File: src/rtl/pipe_rr_arb.sv
// -----------------------------------------------------------------------------
// pipe_rr_arb
//
// Round-robin arbiter in front of one shared registered valid/stall/data pipe
// stage. Each unstalled cycle it grants one valid requester, starting the
// search at the round-robin pointer and wrapping from NUM_REQ-1 to 0. The
// winner's data and index are loaded into the output register.
//
// Optional feature macro: PIPE_RR_ARB_LOCK_EN
//   When defined, a transfer with in_last==0 locks the arbiter onto that
//   requester until it sends a beat with in_last==1 (packet-atomic
//   arbitration). When undefined, in_last is ignored and every beat is
//   arbitrated independently.
//
// Parameters
//   NUM_REQ  number of requesters (2..16)
//   DW       data width per requester
//   SW       source-index width, derived as $clog2(NUM_REQ)
//
// Ports
//   clk        clock, single domain
//   arst_n     active-low reset, sampled synchronously on posedge clk
//   in_valid   per-requester valid
//   in_data    per-requester data, requester i at [i*DW +: DW]
//   in_last    per-requester end-of-packet (lock build only)
//   in_stall   per-requester stall, combinational
//   out_valid  registered output valid
//   out_data   registered output data
//   out_src    registered index of the requester that produced out_data
//   out_stall  downstream stall
// -----------------------------------------------------------------------------
module pipe_rr_arb #(
   parameter int  NUM_REQ = 4,
   parameter int  DW      = 32,
   localparam int SW      = $clog2(NUM_REQ)
) (
   input  logic                  clk,
   input  logic                  arst_n,
   input  logic [NUM_REQ-1:0]    in_valid,
   input  logic [NUM_REQ*DW-1:0] in_data,
   input  logic [NUM_REQ-1:0]    in_last,
   output logic [NUM_REQ-1:0]    in_stall,
   output logic                  out_valid,
   output logic [DW-1:0]         out_data,
   output logic [SW-1:0]         out_src,
   input  logic                  out_stall
);

   logic               stage_stall;  // output register full and blocked
   logic [SW-1:0]      ptr;          // first requester to consider
   logic [NUM_REQ-1:0] elig;         // requesters allowed to compete
   logic [NUM_REQ-1:0] gnt;          // one-hot grant, zero when idle
   logic               any_gnt;
   logic [SW-1:0]      win;          // encoded grant
   logic [DW-1:0]      win_data;
   logic [SW-1:0]      ptr_next;

   assign stage_stall = out_valid & out_stall;

`ifdef PIPE_RR_ARB_LOCK_EN
   typedef enum logic {
      ARB_FREE   = 1'b0,
      ARB_LOCKED = 1'b1
   } lock_state_t;

   lock_state_t   lock_state;
   logic [SW-1:0] lock_src;

   // While locked only the owner of the open packet may compete; if it is
   // idle nobody wins and the stage loads a bubble.
   assign elig = (lock_state == ARB_LOCKED)
               ? (in_valid & (NUM_REQ'(1) << lock_src))
               : in_valid;
`else
   logic unused_last;

   assign elig        = in_valid;
   assign unused_last = ^in_last;
`endif

   // Rotating-priority search: candidate j is (ptr + j) mod NUM_REQ, the
   // first eligible candidate wins.
   always_comb begin : grant_search
      logic [SW:0]   sum;
      logic [SW-1:0] cand;
      // NOTE: every output of a combinational block gets a default before any
      // conditional assignment; otherwise the tool infers a latch.
      gnt     = '0;
      win     = '0;
      any_gnt = 1'b0;
      sum     = '0;
      cand    = '0;
      for (int j = 0; j < NUM_REQ; j++) begin
         sum  = {1'b0, ptr} + (SW+1)'(j);
         cand = SW'((sum >= (SW+1)'(NUM_REQ)) ? sum - (SW+1)'(NUM_REQ) : sum);
         if (!any_gnt && elig[cand]) begin
            any_gnt   = 1'b1;
            win       = cand;
            gnt[cand] = 1'b1;
         end
      end
   end

   // AND-OR mux on the one-hot grant keeps the data path free of a wide
   // index-driven shifter.
   always_comb begin
      win_data = '0;
      for (int i = 0; i < NUM_REQ; i++) begin
         win_data |= in_data[i*DW +: DW] & {DW{gnt[i]}};
      end
   end

   assign ptr_next = (win == SW'(NUM_REQ - 1)) ? '0 : win + SW'(1);

   // A stalled stage blocks everybody; otherwise only the winner proceeds.
   assign in_stall = {NUM_REQ{stage_stall}} | ~gnt;

   // NOTE: sequential state uses non-blocking assignments so every register
   // samples the values from before the edge, independent of statement order.
   always_ff @(posedge clk) begin
      if (!arst_n) begin
         // The output register is reset along with the control state so a
         // beat held at reset time is dropped rather than replayed.
         out_valid  <= 1'b0;
         out_data   <= '0;
         out_src    <= '0;
         ptr        <= '0;
`ifdef PIPE_RR_ARB_LOCK_EN
         lock_state <= ARB_FREE;
         lock_src   <= '0;
`endif
      end else if (!stage_stall) begin
         out_valid <= any_gnt;
         if (any_gnt) begin
            out_data <= win_data;
            out_src  <= win;
`ifdef PIPE_RR_ARB_LOCK_EN
            if (in_last[win]) begin
               // End of packet: release and rotate past the owner.
               lock_state <= ARB_FREE;
               ptr        <= ptr_next;
            end else begin
               // Packet continues: pin the arbiter, pointer stays put.
               lock_state <= ARB_LOCKED;
               lock_src   <= win;
            end
`else
            ptr <= ptr_next;
`endif
         end
      end
   end

   // Structural sanity checks, ignored by synthesis.
   a_gnt_onehot : assert property (@(posedge clk) disable iff (!arst_n)
      $onehot0(gnt));
   a_gnt_elig : assert property (@(posedge clk) disable iff (!arst_n)
      (gnt & ~elig) == '0);

endmodule
File: config.mk
export PLATFORM = sky130hd
export DESIGN_NAME = pipe_rr_arb
export DESIGN_NICKNAME = d
export VERILOG_FILES = /design/src/rtl/pipe_rr_arb.sv
export SDC_FILE = /design/constraint.sdc
export NUM_CORES = 1
export LEC_CHECK = 0
export CAP_MARGIN = 5
export CORE_ASPECT_RATIO = 0.75
export CORE_MARGIN = 3
export CORE_UTILIZATION = 42
export DETAILED_ROUTE_END_ITERATION = 10
export PLACE_DENSITY_LB_ADDON = 0.12
export SLEW_MARGIN = 20
export SYNTH_ARGS = -nofsm -noshare
export SYNTH_HDL_FRONTEND = slang
export SYNTH_SLANG_ARGS = --single-unit
File: constraint.sdc
create_clock -name clk -period 5 [get_ports clk]
set_input_delay 1 -clock clk [delete_from_list [all_inputs] [get_ports clk]]
set_output_delay 1 -clock clk [all_outputs]
set_load 0.01 [all_outputs]
* Yosys cells after proc, flatten, opt, wreduce, memory -nomap -nowiden
Index checks and enable logic that the tools add are counted.
** Cells by class
- Add/sub/neg operators :: 8
- $lt $le $gt $ge :: 12
- Eq/ne operators :: 1
- Mux-type cells :: 33
- Bitwise logic cells :: 14
- Reduce and logical (&&, ||, !) cells :: 11
** Operators with widths (number)
- $and A32 B32 Y32 :: 4
- $or A32 B32 Y32 :: 3
- $mux W2 :: 9
- $mux W4 :: 4
- $or A4 B4 Y4 :: 4
- $lt A2 B3 Y1 const B :: 4
- $mux W1 :: 12
- $ge A3 B3 Y1 const B :: 3
- $bmux W1 S2 :: 4
- $demux W1 S2 :: 4
- $ge A2 B1 Y1 const B :: 4
- $sub A2 B1 Y2 const B :: 4
- $logic_and A1 B1 Y1 :: 7
- $add A2 B2 Y3 const B :: 2
- $not A4 Y4 :: 1
- $add A2 B1 Y3 const B :: 1
- $ge A2 B3 Y1 const B :: 1
- $logic_not A1 Y1 :: 3
- $add A2 B1 Y2 const B :: 1
- $eq A2 B2 Y1 const B :: 1
- $reduce_and A2 Y1 :: 1
- $and A1 B1 Y1 :: 1
- $not A1 Y1 :: 1
** Word-level totals
- Bits in registers :: 37
- Bits of input ports :: 139

* Longest topological paths before layout
- Word-level depth :: 18
- Depth in mapped cells :: 12
- Depth with buffers taken out :: 8

* Least setup slack after synthesis
Ideal clock, no wire load.
- Path type :: reg2out
- Start point :: reg (tool-made name)
- End point :: out in_stall[1]
- Arrival :: 2.870 ns
- Required time :: 4.000 ns
- Path slack :: 1.130 ns
- Cell stages (with the launch flop) :: 11
- Path buffers :: 3
- Cells stage by stage :: dfxtp_1 -> buf_4 -> clkinv_1 -> ha_1 -> buf_2 -> mux2_2 -> and2_1 -> a221oi_4 -> buf_6 -> nor2b_1 -> o21ai_0
** RTL lines
- to (decl) :: line 42 : output logic [NUM_REQ-1:0] in_stall,

* Worst setup path after layout
- Start point :: in in_valid[3]
- End point :: out in_stall[3]
** Between the ends
- Longest elaborated chain between the ends :: 14
- Elaborated cells between the ends (all ways) :: 26
** RTL lines
- from (decl) :: line 39 : input logic [NUM_REQ-1:0] in_valid,
- $bmux W1 S2 :: line 96 : if (!any_gnt && elig[cand]) begin
- $mux W1 (not written as such) :: line 96
- $mux W1 :: line 96
- $logic_not A1 Y1 :: line 96
- $logic_and A1 B1 Y1 :: line 96
- $mux W1 :: line 96
- $logic_not A1 Y1 :: line 96
- $logic_and A1 B1 Y1 :: line 96
- $mux W1 :: line 96
- $logic_not A1 Y1 :: line 96
- $logic_and A1 B1 Y1 :: line 96
- $mux W4 (*) :: line 96
- $not A4 Y4 (*) :: line 116 : assign in_stall = {NUM_REQ{stage_stall}} | ~gnt;
- $or A4 B4 Y4 (*) :: line 116
Every way passes the cells marked *; elsewhere a longest branch is shown, timed or not. The select of a mux whose other input is x is not followed.

==> results.ini <==
[place]
dpl_worst_slack_ps = 444
port_buffers = 173
dp_hpwl_um = 10000
place.gp.congestion = 0.874
dp_cells = 713

[yosys]
synth_ff_type = dfxtp_1
synthAdderAreaFrac_pct = 2.72
syn-instance-count = 469
yosysTopAreaCellShare_pct = 20.2
ys_warn_count = 0
yosysTopAreaCell = dfxtp_1
syn-num-nets = 616
synth-async-reset-ratio_pct = 0
synth-compound-area-share_pct = 46.0
synth_mux_area_share_pct = 5.31
synth_xor_xnor_area_share_pct = 0.238
synth-simple-area-share_pct = 17.3
synthDistinctLibCells = 47
avgSynthCellArea_um2 = 7.84
syn-cell-area_mm2 = 0.00367
synth-seq-cells = 37
ys_seq_area_share_pct = 20.2
synth_area_leaders = dfxtp_1 (20%), a221oi_2 (12%), o21ai_0 (9.4%), nand2_1 (7.5%), o211ai_1 (6.9%)
synth-edff-count = 0
synth_top_family_by_area = compound AO/OA/AOI/OAI gates

[layout]
layout_common_cells = clkdlybuf4s50_1 (173), nand2_1 (73), o21ai_0 (69), dfxtp_1 (37)
final_common_cell = clkdlybuf4s50_1
antenna_cells = 0
nNetsFinal = 762
fill_cells = 688
finalNonFillerCells = 721
seq_area_um2 = 741
syn2layout_area_growth_pct = 52.2
multiInputGateArea_mm2 = 0.00265
drive_above_1_share_pct = 11.9

[power]
power_frac_seq_pct = 14.7
p_sw_share_pct = 45.9
p_clk_share_pct = 13.7
p_int_mw = 1.70
ir_worst_vdd_mv = 0.349
leakagePower_nw = 1.99
power_density_mw_per_mm2 = 561
switchingPower_mw = 1.44
power_frac_comb_pct = 71.6
total_power_mw = 3.14

[floorplanning]
core-area_mm2 = 0.00820
initial_core_util_pct = 44.8
die_area_mm2 = 0.00992
die_width_um = 114
ios = 178
die_h_um = 87.0
rows = 28

[cts]
cts_buffers = 5
clock_sinks = 37
clockBufferDepth = 2
ctsResizeCount = 0
clock_latency_ps = 290
post-cts-setup-buffers = 0
postCtsHoldBufs = 0
cts_tree = yes
h-tree-depth = 2
path_clk_slew_ps = 60
clock-root-buffer = clkbuf_16

[global_routing]
antenna_found_initial = 0
grt_usage_pct = 27.6
grt_pass1_vias = 4428
grt_pass1_wl_um = 22400
grt_overflow = 0
grt_max_degree = 39

[detailed_routing]
ant_nets = 0
vias = 4424
firstDrtPassIters = 5
vias_per_cell = 6.14
wl_um = 14300
drtIter0Drc = 465
drc_errors = 0
wl_per_cell_um = 19.9

[timing]
finalWorstSetupSlack_ps = 410
hold_violations = 0
drv_slew = 0
setup_viol = 0
worst_slew_pin_slew_ps = 807
clock.fmax_ghz = 0.218
setup-tns-final_ps = 0
skew_ps = 7.33
rsz0062_at_grt = no
post-route-period-util_pct = 91.8
max_slew_margin_pct = 46.0
fin_crit_ps = 4590

[run_status]
outcome = completed

[setup_path]
crit_arrival_ps = 3590
worstPathMaxFanout = 13
worstSetupPathType = primary input to output pin
regToRegSetupSlack_ps = 1510
start_kind = primary input
cp-end-kind = output pin
crit_required_ps = 4000

[worst_hold_path]
hold_path_class = register to register

[flow_run]
max_cap_viol_count = 0

-- critical path, stage by stage --
cell and delay (ps):
clkdlybuf4s50_1 660, mux4_2 650, a31o_2 250, a221oi_2 250, o22ai_4 120, nand2_1 80, clkdlybuf4s50_1 580
-- final cells by class --
cell class,count,share of cell area [%]
clock buffer,5,2.24
clock inverter,3,1.23
inverter,2,0.134
multi-input combinational,378,47.4
sequential,37,13.2
tap,105,2.35
timing repair buffer,191,33.4
-- routing by layer --
metal	track usage, %	wire length, um
met5	0	0
met4	7.55	253
met3	4.44	1220
met2	46.3	6690
met1	36.9	6180
-- per-stage QoR --
stage / utilization, % / hold WS (ps) / cell area, um2
final: 68.2 / 517 / 5590
after floorplan: - / 549 / 3670
after global routing: 68.2 / 537 / 5590
after CTS: 68.2 / 519 / 5590
after detailed placement: 65.9 / 502 / 5400
after global placement: 65.9 / 500 / 5400
-- worst paths after layout --
path | start | end | cells past startpoint
setup / recovery | in_valid[3] | in_stall[3] | 7
setup reg to reg | register | out_data[20] | 9
hold / removal | out_src[1] | out_src[1] | 2
hold reg to reg | out_src[1] | out_src[1] | 2
-- state kept, by name, indices dropped and copies added, names as in the netlist, named ones only --
name,count
out_data,32
out_src,2
out_valid,1
ptr,1
-- power groups by stage --
| stage | sequential [mW] | combinational [mW] | clock (mW) |
|---|---|---|---|
| global route | 0.477 | 2.44 | 0.445 |
| floorplan | 0.520 | 1.52 | 0 |
| detailed placement | 0.466 | 2.22 | 0 |
| finish | 0.462 | 2.25 | 0.429 |
| CTS | 0.461 | 2.23 | 0.433 |
| global placement | 0.462 | 2.16 | 0 |
-- cells in the mapped netlist (2+ instances only) --
cell,n
a21o_1,2
a21oi_1,35
a221oi_1,7
a221oi_2,30
a22oi_1,32
a31oi_1,2
and2_1,4
and3_1,2
buf_2,9
buf_4,7
buf_6,8
clkbuf_1,26
dfxtp_1,37
ha_1,8
mux2_2,4
mux2i_1,6
mux4_2,3
nand2_1,73
nand2b_1,34
nor2_1,7
nor2b_1,4
o211ai_1,34
o21ai_0,69
o22ai_1,2
o22ai_2,2
-- logic make-up (layout without fill, tap and decap cells) --
logic type                 after synthesis  after routing
buffers and inverters                   54            201
AOI/OAI and AO/OA                      223            223
DFF                                     37             37
adders and majority gates                8              8
and+or+nand+nor                        132            132
xor gates and xnor gates                 1              1
muxes                                   14             14
(Power assumes the default switching activity.)
